<file path="config.mk">
export PLATFORM = sky130hd
export DESIGN_NAME = conv_sequencer_flat
export DESIGN_NICKNAME = d
export VERILOG_FILES = /design/src/rtl/conv_sequencer_if.sv /design/src/rtl/conv_sequencer.sv /design/src/flat_wrapper.sv
export SDC_FILE = /design/constraint.sdc
export NUM_CORES = 1
export LEC_CHECK = 0
export ABC_AREA = 1
export CORE_UTILIZATION = 59
export CTS_CLUSTER_DIAMETER = 40
export DETAILED_ROUTE_END_ITERATION = 8
export PLACE_DENSITY = 0.91
export SLEW_MARGIN = 20
export SYNTH_ARGS = -nofsm -noshare
export SYNTH_HDL_FRONTEND = slang
export SYNTH_SLANG_ARGS = --single-unit
export TNS_END_PERCENT = 20
</file>
<file path="constraint.sdc">
create_clock -name i_CLK -period 4.9 [get_ports i_CLK]
set_input_delay 0.49 -clock i_CLK [delete_from_list [all_inputs] [get_ports i_CLK]]
set_output_delay 0.49 -clock i_CLK [all_outputs]
set_load 0.03 [all_outputs]
</file>
<file path="src/rtl/conv_sequencer_if.sv">
`default_nettype none
// ============================================================================
//  Module   : conv_sequencer_if
//  Purpose  : Bundles the control-side inputs and buffer/convolver/result
//             outputs of the convolution sequencer.
//  Signals  : i_valid      column-word load pulse from the control FSM
//             i_SoP        Start-of-Process level
//             i_imgLength  image width in columns (0 encodes 2^ADDR_W)
//             o_wrEn/o_wrAddr     column-buffer write strobe / address
//             o_rdEn/o_rdAddr     column-buffer read strobe / address
//             o_convValid         3-column window ready for the convolver
//             o_outWrEn/o_outAddr result-memory write strobe / address
//             o_EOP               one-cycle end-of-process pulse
//             o_state             current sequencer state (debug/LEDs)
//  Modports : master = control side / environment, slave = sequencer
//  Revision : 1.0  initial release
// ============================================================================
interface conv_sequencer_if #(
   parameter int ADDR_W = 10
) ();
   logic              i_valid;
   logic              i_SoP;
   logic [ADDR_W-1:0] i_imgLength;
   logic              o_wrEn;
   logic [ADDR_W-1:0] o_wrAddr;
   logic              o_rdEn;
   logic [ADDR_W-1:0] o_rdAddr;
   logic              o_convValid;
   logic              o_outWrEn;
   logic [ADDR_W-1:0] o_outAddr;
   logic              o_EOP;
   logic [1:0]        o_state;

   modport master (
      output i_valid, i_SoP, i_imgLength,
      input  o_wrEn, o_wrAddr, o_rdEn, o_rdAddr, o_convValid,
             o_outWrEn, o_outAddr, o_EOP, o_state
   );

   modport slave (
      input  i_valid, i_SoP, i_imgLength,
      output o_wrEn, o_wrAddr, o_rdEn, o_rdAddr, o_convValid,
             o_outWrEn, o_outAddr, o_EOP, o_state
   );
endinterface
`default_nettype wire

</file>
<file path="src/rtl/conv_sequencer.sv">
`default_nettype none
// ============================================================================
//  Module   : conv_sequencer
//  Purpose  : Loads image columns into the column buffer, then sweeps the
//             buffer in read order, flags complete 3-column windows for the
//             convolver, generates result-memory writes and returns a
//             one-cycle EOP pulse to the control block.
//  Ports    : i_CLK  clock (rising edge)
//             i_rst  synchronous active-high reset
//             bus    conv_sequencer_if.slave (control inputs, buffer,
//                    convolver and result-memory outputs, debug state)
//  Revision : 1.0  initial release
// ============================================================================
module conv_sequencer #(
   parameter int ADDR_W   = 10,
   parameter int CONV_LAT = 2,
   parameter int MEM_LAT  = 1
) (
   input wire              i_CLK,
   input wire              i_rst,
   conv_sequencer_if.slave bus
);

   typedef enum logic [1:0] {
      S_LOAD  = 2'd0,
      S_RUN   = 2'd1,
      S_DRAIN = 2'd2,
      S_DONE  = 2'd3
   } state_t;

   localparam int c_drain_len = MEM_LAT + CONV_LAT;
   localparam int c_drain_w   = $clog2(c_drain_len + 1);

   state_t               r_state, w_state_nxt;
   logic                 r_sop_prev;
   logic [ADDR_W-1:0]    r_wptr, w_wptr_nxt;
   logic [ADDR_W-1:0]    r_rptr, w_rptr_nxt;
   logic [ADDR_W-1:0]    r_last, w_last_nxt;
   logic [c_drain_w-1:0] r_drain_cnt, w_drain_cnt_nxt;
   logic                 r_wr_en, w_wr_en_nxt;
   logic [ADDR_W-1:0]    r_wr_addr, w_wr_addr_nxt;
   logic                 r_rd_en, w_rd_en_nxt;
   logic [ADDR_W-1:0]    r_rd_addr, w_rd_addr_nxt;
   logic [ADDR_W-1:0]    r_out_addr, w_out_addr_nxt;
   logic                 r_eop, w_eop_nxt;
   logic [MEM_LAT-1:0]   r_mem_dly;
   logic [CONV_LAT-1:0]  r_conv_dly;

   logic                 w_sop_rise;
   logic [ADDR_W-1:0]    w_len_last;
   logic                 w_win;
   logic                 w_conv_valid;
   logic                 w_out_wr_en;

   assign w_sop_rise   = bus.i_SoP & ~r_sop_prev;
   // Index of the last column; the 0 encoding wraps to all-ones, which is
   // exactly the last index of a full 2^ADDR_W-column image.
   assign w_len_last   = bus.i_imgLength - ADDR_W'(1);
   // A read of column >=2 completes a 3-column window once its data returns.
   assign w_win        = r_rd_en & (r_rd_addr >= ADDR_W'(2));
   assign w_conv_valid = r_mem_dly[MEM_LAT-1];
   assign w_out_wr_en  = r_conv_dly[CONV_LAT-1];

   // ------------------------------------------------------------------------
   // Next-state and next-output logic
   // ------------------------------------------------------------------------
   always_comb begin
      w_state_nxt     = r_state;
      w_wptr_nxt      = r_wptr;
      w_rptr_nxt      = r_rptr;
      w_last_nxt      = r_last;
      w_drain_cnt_nxt = r_drain_cnt;
      w_wr_en_nxt     = 1'b0;
      w_wr_addr_nxt   = '0;
      w_rd_en_nxt     = 1'b0;
      w_rd_addr_nxt   = '0;
      w_eop_nxt       = 1'b0;
      w_out_addr_nxt  = w_out_wr_en ? r_out_addr + ADDR_W'(1) : r_out_addr;

      case (r_state)
         S_LOAD: begin
            if (bus.i_valid) begin
               w_wr_en_nxt   = 1'b1;
               w_wr_addr_nxt = r_wptr;
               w_wptr_nxt    = (r_wptr == w_len_last) ? '0 : r_wptr + ADDR_W'(1);
            end
            // The first read is issued on the entry edge so that column 0 is
            // on the bus in the very first RUN cycle.
            if (w_sop_rise) begin
               w_state_nxt    = S_RUN;
               w_last_nxt     = w_len_last;
               w_rd_en_nxt    = 1'b1;
               w_rd_addr_nxt  = '0;
               w_rptr_nxt     = ADDR_W'(1);
               w_out_addr_nxt = '0;
            end
         end
         S_RUN: begin
            if (r_rd_addr == r_last) begin
               w_state_nxt     = S_DRAIN;
               w_drain_cnt_nxt = '0;
            end else begin
               w_rd_en_nxt   = 1'b1;
               w_rd_addr_nxt = r_rptr;
               w_rptr_nxt    = r_rptr + ADDR_W'(1);
            end
         end
         S_DRAIN: begin
            // Covers buffer read latency plus convolver latency so the last
            // result write lands in the final DRAIN cycle.
            if (r_drain_cnt == c_drain_w'(c_drain_len - 1)) begin
               w_state_nxt = S_DONE;
               w_eop_nxt   = 1'b1;
            end else begin
               w_drain_cnt_nxt = r_drain_cnt + c_drain_w'(1);
            end
         end
         S_DONE: begin
            w_state_nxt     = S_LOAD;
            w_wptr_nxt      = '0;
            w_rptr_nxt      = '0;
            w_out_addr_nxt  = '0;
            w_drain_cnt_nxt = '0;
         end
         default: begin
            w_state_nxt = S_LOAD;
         end
      endcase
   end

   // ------------------------------------------------------------------------
   // State and registered outputs
   // ------------------------------------------------------------------------
   always_ff @(posedge i_CLK) begin
      if (i_rst) begin
         r_state     <= S_LOAD;
         r_sop_prev  <= 1'b0;
         r_wptr      <= '0;
         r_rptr      <= '0;
         r_last      <= '0;
         r_drain_cnt <= '0;
         r_wr_en     <= 1'b0;
         r_wr_addr   <= '0;
         r_rd_en     <= 1'b0;
         r_rd_addr   <= '0;
         r_out_addr  <= '0;
         r_eop       <= 1'b0;
      end else begin
         r_state     <= w_state_nxt;
         r_sop_prev  <= bus.i_SoP;
         r_wptr      <= w_wptr_nxt;
         r_rptr      <= w_rptr_nxt;
         r_last      <= w_last_nxt;
         r_drain_cnt <= w_drain_cnt_nxt;
         r_wr_en     <= w_wr_en_nxt;
         r_wr_addr   <= w_wr_addr_nxt;
         r_rd_en     <= w_rd_en_nxt;
         r_rd_addr   <= w_rd_addr_nxt;
         r_out_addr  <= w_out_addr_nxt;
         r_eop       <= w_eop_nxt;
      end
   end

   // ------------------------------------------------------------------------
   // Delay lines: buffer read latency, then convolver latency
   // ------------------------------------------------------------------------
   generate
      if (MEM_LAT == 1) begin : g_mem_one
         always_ff @(posedge i_CLK) begin
            if (i_rst) r_mem_dly <= '0;
            else       r_mem_dly <= w_win;
         end
      end else begin : g_mem_multi
         always_ff @(posedge i_CLK) begin
            if (i_rst) r_mem_dly <= '0;
            else       r_mem_dly <= {r_mem_dly[MEM_LAT-2:0], w_win};
         end
      end

      if (CONV_LAT == 1) begin : g_conv_one
         always_ff @(posedge i_CLK) begin
            if (i_rst) r_conv_dly <= '0;
            else       r_conv_dly <= w_conv_valid;
         end
      end else begin : g_conv_multi
         always_ff @(posedge i_CLK) begin
            if (i_rst) r_conv_dly <= '0;
            else       r_conv_dly <= {r_conv_dly[CONV_LAT-2:0], w_conv_valid};
         end
      end
   endgenerate

   assign bus.o_wrEn      = r_wr_en;
   assign bus.o_wrAddr    = r_wr_addr;
   assign bus.o_rdEn      = r_rd_en;
   assign bus.o_rdAddr    = r_rd_addr;
   assign bus.o_convValid = w_conv_valid;
   assign bus.o_outWrEn   = w_out_wr_en;
   assign bus.o_outAddr   = r_out_addr;
   assign bus.o_EOP       = r_eop;
   assign bus.o_state     = r_state;

endmodule
`default_nettype wire

</file>
<file path="src/flat_wrapper.sv">
// flat-port wrapper written by rule: the top's interface ports become plain ports
module conv_sequencer_flat 
#(
   parameter int ADDR_W   = 10,
   parameter int CONV_LAT = 2,
   parameter int MEM_LAT  = 1
)
  (i_CLK, i_rst, bus_i_valid, bus_i_SoP, bus_i_imgLength, bus_o_wrEn, bus_o_wrAddr, bus_o_rdEn, bus_o_rdAddr, bus_o_convValid, bus_o_outWrEn, bus_o_outAddr, bus_o_EOP, bus_o_state);
  conv_sequencer_if #(.ADDR_W(ADDR_W)) bus_i ();
  input wire i_CLK;
  input wire i_rst;
  input wire logic [$bits(bus_i.i_valid)-1:0] bus_i_valid;
  input wire logic [$bits(bus_i.i_SoP)-1:0] bus_i_SoP;
  input wire logic [$bits(bus_i.i_imgLength)-1:0] bus_i_imgLength;
  output wire logic [$bits(bus_i.o_wrEn)-1:0] bus_o_wrEn;
  output wire logic [$bits(bus_i.o_wrAddr)-1:0] bus_o_wrAddr;
  output wire logic [$bits(bus_i.o_rdEn)-1:0] bus_o_rdEn;
  output wire logic [$bits(bus_i.o_rdAddr)-1:0] bus_o_rdAddr;
  output wire logic [$bits(bus_i.o_convValid)-1:0] bus_o_convValid;
  output wire logic [$bits(bus_i.o_outWrEn)-1:0] bus_o_outWrEn;
  output wire logic [$bits(bus_i.o_outAddr)-1:0] bus_o_outAddr;
  output wire logic [$bits(bus_i.o_EOP)-1:0] bus_o_EOP;
  output wire logic [$bits(bus_i.o_state)-1:0] bus_o_state;
  assign bus_i.i_valid = bus_i_valid;
  assign bus_i.i_SoP = bus_i_SoP;
  assign bus_i.i_imgLength = bus_i_imgLength;
  assign bus_o_wrEn = bus_i.o_wrEn;
  assign bus_o_wrAddr = bus_i.o_wrAddr;
  assign bus_o_rdEn = bus_i.o_rdEn;
  assign bus_o_rdAddr = bus_i.o_rdAddr;
  assign bus_o_convValid = bus_i.o_convValid;
  assign bus_o_outWrEn = bus_i.o_outWrEn;
  assign bus_o_outAddr = bus_i.o_outAddr;
  assign bus_o_EOP = bus_i.o_EOP;
  assign bus_o_state = bus_i.o_state;
  conv_sequencer #(.ADDR_W(ADDR_W), .CONV_LAT(CONV_LAT), .MEM_LAT(MEM_LAT)) u_core (.i_CLK(i_CLK), .i_rst(i_rst), .bus(bus_i));
endmodule
</file>
==> results.tsv, run 1 <==
stage	metric	value	unit
die	die_y	80.5	microns
grt	grt_remaining_overflow	0	
clocking	worstSkewPairLatency	0.35	ns
power_and_ir_drop	p_leak	1.80	nW
power_and_ir_drop	p_per_area	381	nW/um^2
logic_synthesis	synth_area	3640	sq um
worst_setup_path	critPathMaxStageDelay	0.62	ns
grt	antenna_found_initial	0	
worst_setup_path	cp-startpoint	u_core.bus.o_state[1]	
finish	nNetsFinal	586	
worst_setup_path	crit_chain	inv_1 > ha_1 > inv_1 > nor2_1 > nor2_1 > nand2_2 > nand2_2 > nand2_1 > nand2_1 > nor2_1	
worst_hold_path	hold_depth	2	
timing	rsz0062_at_grt	false	
clocking	numCtsBuffers	9	
power_and_ir_drop	peakVddDrop	336	uV
logic_synthesis	post-synth-top-count-cell	nand2_1	
timing	relSlewSlack	0.453	
route	initialDrtViolationCount	253	
die	ios	51	
timing	fin_crit	2.34	ns
clocking	clk_pin_slew	0.09	ns
route	drt-pass1-iter-count	5	
power_and_ir_drop	swShare	0.389	
outcome	status	finished clean	
worst_setup_path	crit_fanout	11	
placement	io_buffers	50	
placement	dp_cells	627	
die	die_x	80.5	microns
grt	grt_pass1_vias	3171	
clocking	cts_resized	0	
finish	fin_cells	643	
clocking	htreeDepth	3	
worst_setup_path	r2r_cells	10	
worst_setup_path	cp.buffers_inverters	2	
worst_setup_path	r2r-end	u_core.r_rptr[0]	
worst_setup_path	crit_slowest_cell	nor2_1	
logic_synthesis	syn_area_per_cell	7.13	sq um
die	start_util	0.615	
logic_synthesis	synth_top_area_share	0.391	
timing	slew_viol_final	0	
finish	syn2layout_area_growth	21.1	%
clocking	post-cts-setup-buffer-count	0	
power_and_ir_drop	p_seq_frac	0.396	
timing	setup_viol	0	
placement	globalplace.congestion	0.950	
die	dieArea	6490	sq um
worst_setup_path	required	5.15	ns
power_and_ir_drop	p_sw	0.653	mW
power_and_ir_drop	p_int	1.02	mW
logic_synthesis	synthArstFlopShare	0	
power_and_ir_drop	power.share.clock	0.291	
power_and_ir_drop	combPwrFrac	0.313	
worst_setup_path	r2r_slack	2.56	ns
grt	grt_pass1_wl	14.0	mm
grt	grt.total_usage	0.283	
logic_synthesis	synth_nets	533	
finish	final_util	0.744	
logic_synthesis	synth-edff-count	0	
timing	timing.final.crit_share	0.478	
logic_synthesis	synth_warnings	0	
flow_run	cap_violations	0	
worst_setup_path	startpoint_type	flip-flop	
finish	diodes	0	
timing	max_freq	427	MHz
clocking	cts_buffer_depth	2	
logic_synthesis	ys_ff_latch	71	
logic_synthesis	ys_seq_area_frac	0.391	
die	core-area	5920	sq um
logic_synthesis	synthTopCellsByCount	96 x nand2_1, 74 x inv_1, 71 x dfxtp_1	
route	drc	0	
worst_setup_path	endpoint_kind	flip-flop	
timing	fin_skew	0.00813	ns
route	routed-via-count	3512	
timing	worst_pin_slew	0.817	ns
worst_setup_path	arrival	2.59	ns
logic_synthesis	ys.flop_type	dfxtp_1	
worst_hold_path	hold_start	u_core.r_conv_dly[0]	
route	routedWlPerCell	13.9	microns
worst_hold_path	hp-class	reg2reg	
clocking	cts_tree	built	
clocking	cts_root_buffer	clkbuf_8	
timing	hold_violations	0	
worst_setup_path	critical_path_class	reg2reg	
worst_setup_path	rr_startpoint	u_core.bus.o_state[1]	
logic_synthesis	yosys.area.top_type	dfxtp_1	
timing	final.setup.tns	0	ns
die	std_cell_rows	28	
grt	grt_max_degree	18	
worst_hold_path	min_to	u_core.r_conv_dly[1]	
logic_synthesis	synth_cell_types	36	
route	drtAntennaViolNets	0	
finish	drive_gt1_frac	0.111	
logic_synthesis	syn_inst	510	
clocking	hold_buffers	0	
worst_setup_path	critPathTopFamily	simple AND/OR/NAND/NOR gates	
worst_setup_path	cp_common_cell	nor2_1	
logic_synthesis	synth_area_leaders	dfxtp_1 39%, nand2_1 9.9%, inv_1 7.6%, nor2_1 6.5%, nand3_1 5.8%	
clocking	cts_sinks	71	
route	drt-vias-per-instance	5.46	
placement	dp_hpwl	6.41	mm
route	routed_wl	8.91	mm
## tightest hold or removal path: cells and delay by family (launching register included)
| kind | cells | cell delay, ns |
|---|---|---|
| and+or+nand+nor | 1 | 0.03 |
| DFF | 1 | 0.30 |
| buffers and inverters | 1 | 0.04 |
## cell type report
class,count,area [sq um]
repair buffers,51,508
clock buffers,9,124
well taps,75,93.8
clock inverters,7,78.8
flip-flops and latches,71,1420
inverters,79,297
fillers,421,1520
multi-input cells,351,1880
## per-stage QoR
stage / power, mW / hold slack [ns] / area (sq um) / setup WS, ns
2_1_floorplan: 1.06 / 0.388 / 3640 / 2.96
3_3_place_gp: 1.16 / 0.394 / 4200 / 2.34
4_1_cts: 1.66 / 0.419 / 4410 / 2.61
5_1_grt: 1.76 / 0.427 / 4410 / 2.32
6_report: 1.68 / 0.410 / 4410 / 2.56
3_5_place_dp: 1.18 / 0.399 / 4200 / 2.27
## cell usage in the layout (no fill, tap or decap), drive strengths merged
cell type and instances:
clkdlybuf4s50 50, a31oi 2, a21boi 1, a41oi 2, nand3 44, clkinv 4
or2 4, dfxtp 71, a21oi 37, xor2 16, clkbuf 9, nand3b 3
xnor2 2, o21ai 11, nor3 11, nand4 14, o211ai 4, nor2 73
nand2 112, bufinv 1, buf 1, ha 9, inv 81, nor4 3
o21a 2, nor3b 1
## state kept, by name, indices dropped and copies added, names as in the netlist
signal	count
u_core.bus.o_rdEn	1
u_core.r_rptr	10
u_core.bus.o_wrAddr	10
u_core.r_sop_prev	1
u_core.bus.o_wrEn	1
u_core.bus.o_state	2
u_core.r_wptr	10
u_core.bus.o_convValid	1
u_core.r_last	10
u_core.r_conv_dly	2
u_core.bus.o_EOP	1
u_core.bus.o_rdAddr	10
u_core.bus.o_outAddr	10
u_core.r_drain_cnt	2
## layer usage
metal	vias to the layer above	wire length, microns	track usage
li1	1739	-	-
met1	1627	4040	0.366
met2	127	4180	0.462
met3	19	513	0.0511
met4	0	176	0.111
met5	-	0	0
## cells by family (layout without fill, tap and decap cells)
group / Yosys count / after routing / synth area share
simple gates: 265 / 265 / 0.343
fa+ha+maj: 9 / 9 / 0.0309
compound gates: 59 / 59 / 0.100
buf+inv: 88 / 146 / 0.0918
flops: 71 / 71 / 0.391
xor+xnor: 18 / 18 / 0.0433
## power groups by stage
stage               clock, mW  sequential, mW  combinational [mW]
floorplan                   0           0.693               0.363
global placement            0           0.673               0.492
detailed placement          0           0.674               0.510
CTS                     0.484           0.662               0.516
global route            0.517           0.670               0.577
finish                  0.487           0.665               0.525
## worst max-delay path by stage
stage,depth (start not counted),slack (ns),to
6_report,10,2.56,u_core.r_rptr[0]
5_1_grt,10,2.32,u_core.r_rptr[0]
4_1_cts,10,2.61,u_core.r_rptr[0]
3_5_place_dp,12,2.27,u_core.r_wptr[9]
3_3_place_gp,13,2.34,u_core.r_wptr[3]
2_1_floorplan,11,2.96,u_core.r_rptr[0]
No activity file was read; power rests on OpenSTA's default activity.
==> run 2, diff against run 1 <==
--- a/config.mk
+++ b/config.mk
@@ -6,10 +6,10 @@
 export NUM_CORES = 1
 export LEC_CHECK = 0
 export ABC_AREA = 1
-export CORE_UTILIZATION = 59
+export CORE_UTILIZATION = 55
 export CTS_CLUSTER_DIAMETER = 40
 export DETAILED_ROUTE_END_ITERATION = 8
-export PLACE_DENSITY = 0.91
+export PLACE_DENSITY = 0.86
 export SLEW_MARGIN = 20
 export SYNTH_ARGS = -nofsm -noshare
 export SYNTH_HDL_FRONTEND = slang
==> constraint.sdc (replaced) <==
create_clock -name i_CLK -period 2.45 [get_ports i_CLK]
set_input_delay 0.245 -clock i_CLK [delete_from_list [all_inputs] [get_ports i_CLK]]
set_output_delay 0.245 -clock i_CLK [all_outputs]
set_load 0.03 [all_outputs]
==> run 2 against run 1 <==
Against the previous run:
- core utilization down 4.6 points
- sequential power grew 100%
- worst hold slack better by 0.0021 ns
- clock power up 100%
- global-route usage shrank 1.9 points
- power is 100% higher
- fmax is 18% higher
- via count up 0.34%
- cell count rose by 0.78%
- critical path type unchanged
==> results.tsv, run 2 (synthesized netlist as in run 1, its figures left out) <==
stage	metric	value	unit
placement	dp_hpwl	6.55	mm
power_and_ir_drop	power.share.clock	0.287	
timing	relSlewSlack	0.591	
worst_setup_path	cp.buffers_inverters	4	
worst_setup_path	critical_path_class	reg2reg	
power_and_ir_drop	p_seq_frac	0.391	
die	ios	51	
timing	rsz0062_at_grt	false	
worst_setup_path	crit_slowest_cell	a21oi_1	
worst_setup_path	crit_chain	inv_1 > ha_1 > inv_1 > nor2_1 > inv_1 > a21oi_1 > inv_1 > nor3_1	
clocking	post-cts-setup-buffer-count	0	
finish	drive_gt1_frac	0.116	
route	drt-pass1-iter-count	5	
route	routed_wl	9.00	mm
finish	nNetsFinal	589	
flow_run	cap_violations	0	
power_and_ir_drop	p_total	3.39	mW
timing	hold_violations	0	
die	die_x	83.3	microns
die	std_cell_rows	29	
timing	fin_crit	1.98	ns
die	start_util	0.573	
worst_setup_path	rr_startpoint	u_core.bus.o_state[0]	
finish	final_cell_area	4430	sq um
power_and_ir_drop	p_sw	1.33	mW
grt	grt_max_degree	17	
timing	max_freq	504	MHz
grt	grt_remaining_overflow	0	
finish	diodes	0	
worst_hold_path	min_to	u_core.r_conv_dly[1]	
clocking	cts_buffer_depth	2	
worst_setup_path	r2r_cells	8	
timing	timing.final.crit_share	0.810	
finish	syn2layout_area_growth	21.8	%
route	initialDrtViolationCount	272	
clocking	cts_tree	built	
grt	busiest_layer	met2	
grt	antenna_found_initial	0	
outcome	status	finished clean	
route	routed-via-count	3524	
timing	fin_skew	0.0117	ns
clocking	cts_root_buffer	clkbuf_8	
clocking	clk_pin_slew	0.09	ns
worst_setup_path	crit_fanout	6	
timing	setup_viol	0	
worst_setup_path	required	2.74	ns
timing	final.setup.tns	0	ns
power_and_ir_drop	swShare	0.391	
clocking	numCtsBuffers	9	
grt	grt_pass1_wl	14.6	mm
timing	worst_pin_slew	0.613	ns
worst_setup_path	cp_common_cell	inv_1	
finish	final_common_cell	nand2_1	
worst_setup_path	startpoint_type	flip-flop	
die	core-area	6350	sq um
power_and_ir_drop	p_int	2.07	mW
worst_setup_path	endpoint_kind	flip-flop	
placement	pre_cts_ws	0.205	ns
power_and_ir_drop	p_per_area	766	nW/um^2
route	drt-vias-per-instance	5.44	
placement	io_buffers	50	
power_and_ir_drop	p_leak	1.80	nW
placement	globalplace.congestion	0.865	
clocking	hold_buffers	0	
grt	met1_usage	0.346	
route	drtAntennaViolNets	0	
worst_setup_path	r2r-end	u_core.bus.o_outAddr[1]	
worst_setup_path	critPathTopFamily	buffers and inverters	
clocking	worstSkewPairLatency	0.37	ns
die	die_y	83.3	microns
power_and_ir_drop	combPwrFrac	0.321	
worst_hold_path	hold_depth	2	
grt	use_met3	0.0447	
clocking	cts_resized	0	
timing	slew_viol_final	0	
placement	dpl_cell_area	4230	sq um
worst_setup_path	r2r_slack	0.47	ns
worst_hold_path	hp-class	reg2reg	
worst_hold_path	hold_start	u_core.r_conv_dly[0]	
grt	grt.total_usage	0.263	
clocking	cts_sinks	71	
route	routedWlPerCell	13.9	microns
worst_setup_path	arrival	2.27	ns
finish	layout_common_cells	96 x nand2_1, 74 x inv_1, 71 x dfxtp_1, 63 x nor2_1, 50 x clkdlybuf4s50_1	
clocking	htreeDepth	3	
grt	grt_pass1_vias	3155	
timing	setup_slack	0.466	ns
worst_setup_path	cp-startpoint	u_core.bus.o_state[0]	
placement	dp_cells	632	
route	drc	0	
power_and_ir_drop	peakVddDrop	486	uV
die	dieArea	6940	sq um
finish	fin_cells	648	
worst_setup_path	critPathMaxStageDelay	0.40	ns
grt	grt_util_met2	0.420	
## run 2: tightest hold or removal path, cell delays in order (launching register included)
cell and delay, ns:
dfxtp_1 0.31, inv_1 0.04, nor2_1 0.03
## run 2: area by class of cell
class | count | area, sq um
clock buffers | 9 | 124
clock inverters | 7 | 78.8
fillers | 482 | 1920
inverters | 79 | 297
multi-input cells | 351 | 1880
flip-flops and latches | 71 | 1420
well taps | 77 | 96.3
repair buffers | 54 | 531
## run 2: worst max path at each step
| stage | endpoint | slack, ns | cells past startpoint |
|---|---|---|---|
| 3_5_place_dp | u_core.r_wptr[8] | 0.21 | 13 |
| 5_1_grt | u_core.bus.o_outAddr[1] | 0.19 | 8 |
| 6_report | u_core.bus.o_outAddr[1] | 0.47 | 8 |
| 4_1_cts | u_core.bus.o_outAddr[1] | 0.48 | 8 |
| 3_3_place_gp | u_core.r_wptr[8] | 0.27 | 13 |
| 2_1_floorplan | u_core.r_rptr[0] | 0.51 | 11 |
## run 2: layer usage
layer / vias to the layer above / share of wire / routed length (microns)
met4: 0 / 0.023 / 206
met1: 1623 / 0.45 / 4010
met3: 23 / 0.062 / 562
li1: 1746 / - / -
met5: - / 0 / 0
met2: 132 / 0.47 / 4220
## run 2: metrics by stage
stage	hold WS [ns]	utilization
after floorplan	0.335	-
after global placement	0.395	0.666
after detailed placement	0.399	0.666
after CTS	0.406	0.698
after global routing	0.431	0.698
final	0.412	0.698
## run 2: power groups by stage
stage / clock network [mW] / logic, mW / registers (mW)
6_report: 0.975 / 1.09 / 1.33
3_3_place_gp: 0 / 1.03 / 1.35
2_1_floorplan: 0 / 0.725 / 1.39
4_1_cts: 0.972 / 1.09 / 1.32
5_1_grt: 1.03 / 1.21 / 1.34
3_5_place_dp: 0 / 1.08 / 1.35
==> run 3, diff against run 2 <==
==> constraint.sdc (replaced) <==
create_clock -name i_CLK -period 2 [get_ports i_CLK]
set_input_delay 0.2 -clock i_CLK [delete_from_list [all_inputs] [get_ports i_CLK]]
set_output_delay 0.2 -clock i_CLK [all_outputs]
set_load 0.03 [all_outputs]
==> run 3 against run 2 <==
Against the previous run:
- via count rose by 4.3%
- die area did not move
- register-to-register slack got worse by 0.39 ns
- design area rose by 3.6%
- critical path depth did not move
- cell count rose by 2.6%
- global-route usage rose by 1.3 points
- routed wire length rose by 4.5%
- core utilization rose by 2.5 points
- largest cell class unchanged
- largest power group unchanged
- clock skew fell by 0.0033 ns
==> results.tsv, run 3 (synthesized netlist as in run 1, its figures left out) <==
stage	metric	value	unit
placement	globalplace.congestion	0.896	
grt	grt_pass1_vias	3459	
power_and_ir_drop	power.share.clock	0.301	
die	ios	51	
power_and_ir_drop	p_per_area	964	nW/um^2
worst_setup_path	startpoint_type	flip-flop	
worst_setup_path	critPathMaxStageDelay	0.35	ns
route	routed-via-count	3677	
timing	setup_viol	0	
grt	grt_max_degree	20	
die	core-area	6350	sq um
worst_setup_path	cp_common_cell	inv_1	
worst_setup_path	required	2.29	ns
placement	dp_hpwl	6.60	mm
placement	io_buffers	50	
placement	pre_cts_ws	-0.182	ns
timing	fin_crit	1.93	ns
timing	hold_violations	0	
finish	final_common_cell	nand2_1	
route	routedWlPerCell	14.1	microns
clocking	numCtsBuffers	9	
die	die_y	83.3	microns
power_and_ir_drop	p_total	4.42	mW
timing	relSlewSlack	0.639	
timing	max_freq	519	MHz
power_and_ir_drop	peakVddDrop	819	uV
clocking	clk_pin_slew	0.08	ns
flow_run	cap_violations	0	
worst_hold_path	hp-class	in2reg	
outcome	status	finished clean	
power_and_ir_drop	swShare	0.385	
route	drt-pass1-iter-count	6	
worst_setup_path	arrival	2.22	ns
timing	timing.final.crit_share	0.964	
finish	drive_gt1_frac	0.145	
clocking	hold_buffers	0	
timing	worst_pin_slew	0.541	ns
die	std_cell_rows	29	
clocking	cts_buffer_depth	2	
timing	setup_slack	0.0728	ns
worst_setup_path	critical_path_class	reg2reg	
timing	slew_viol_final	0	
route	routed_wl	9.41	mm
clocking	cts_root_buffer	clkbuf_8	
die	start_util	0.573	
die	die_x	83.3	microns
grt	grt.total_usage	0.276	
die	dieArea	6940	sq um
grt	antenna_found_initial	0	
worst_setup_path	crit_slowest_cell	dfxtp_1	
timing	fin_skew	0.00839	ns
route	drc	0	
power_and_ir_drop	p_seq_frac	0.367	
worst_setup_path	crit_fanout	6	
worst_setup_path	endpoint_kind	flip-flop	
grt	grt_pass1_wl	15.5	mm
timing	whs	0.386	ns
route	drtAntennaViolNets	0	
worst_setup_path	crit_chain	inv_1 > ha_1 > inv_1 > nor2_1 > inv_1 > a21oi_2 > inv_1 > nor3_1	
grt	grt_remaining_overflow	0	
clocking	cts_tree	built	
power_and_ir_drop	p_int	2.72	mW
finish	syn2layout_area_growth	26.1	%
finish	nNetsFinal	606	
finish	fill_cells	469	
route	drt-vias-per-instance	5.53	
finish	layout_common_cells	96 x nand2_1, 74 x inv_1, 71 x dfxtp_1, 62 x nor2_1, 50 x clkdlybuf4s50_1	
finish	diodes	0	
clocking	cts_sinks	71	
clocking	htreeDepth	3	
power_and_ir_drop	combPwrFrac	0.331	
clocking	worstSkewPairLatency	0.36	ns
power_and_ir_drop	p_leak	1.90	nW
power_and_ir_drop	p_sw	1.70	mW
route	initialDrtViolationCount	293	
-- run 3: path summary, 6_finish.rpt --
kind / cells after the start / from / slack [ns] / to
worst max-delay path: 8 / u_core.bus.o_state[0] / 0.07 / u_core.bus.o_outAddr[5]
worst min register to register: 2 / u_core.r_conv_dly[0] / 0.43 / u_core.r_conv_dly[1]
worst min-delay path: 3 / bus_i_SoP / 0.39 / u_core.r_sop_prev
worst max register to register: 8 / u_core.bus.o_state[0] / 0.07 / u_core.bus.o_outAddr[5]
-- run 3: power groups by stage --
stage	Combinational, mW	Sequential (mW)	Clock [mW]
2_1_floorplan	0.889	1.70	0
3_3_place_gp	1.32	1.65	0
3_5_place_dp	1.38	1.65	0
4_1_cts	1.41	1.62	1.33
5_1_grt	1.57	1.64	1.40
6_report	1.47	1.62	1.33
-- run 3: cell type report --
type	count	area [sq um]	share of cell area
flip-flops and latches	71	1420	0.310
clock inverters	7	103	0.0224
clock buffers	9	124	0.0270
repair buffers	71	658	0.143
inverters	79	297	0.0646
well taps	77	96.3	0.0210
multi-input cells	351	1890	0.412
-- run 3: worst max-delay path, delay by kind of cell, from the launching register on --
kind	cells	cell delay, ns
AO/OA/AOI/OAI	1	0.33
adder cells (fa/ha/maj)	1	0.19
AND/OR/NAND/NOR	2	0.41
flip-flops	1	0.35
buffers and inverters	4	0.58
-- run 3: routing by layer --
metal | vias up | wire (microns) | GRT usage
met5 | - | 0 | 0
li1 | 1773 | - | -
met3 | 20 | 571 | 0.0577
met1 | 1743 | 4040 | 0.339
met2 | 141 | 4600 | 0.466
met4 | 0 | 202 | 0.124
-- run 3: timing repair --
item	in CTS	in global routing
setup endpoints to repair	0	7
setup buffers	0	0
gates resized for setup	0	2
-- run 3: per-stage QoR --
step / instances / setup TNS (ns) / util / area [sq um]
2_1_floorplan: 510 / 0 / - / 3640
3_3_place_gp: 649 / -0.861 / 0.686 / 4360
3_5_place_dp: 649 / -1.73 / 0.686 / 4360
4_1_cts: 665 / 0 / 0.722 / 4580
5_1_grt: 665 / -0.0377 / 0.723 / 4590
6_report: 665 / 0 / 0.723 / 4590
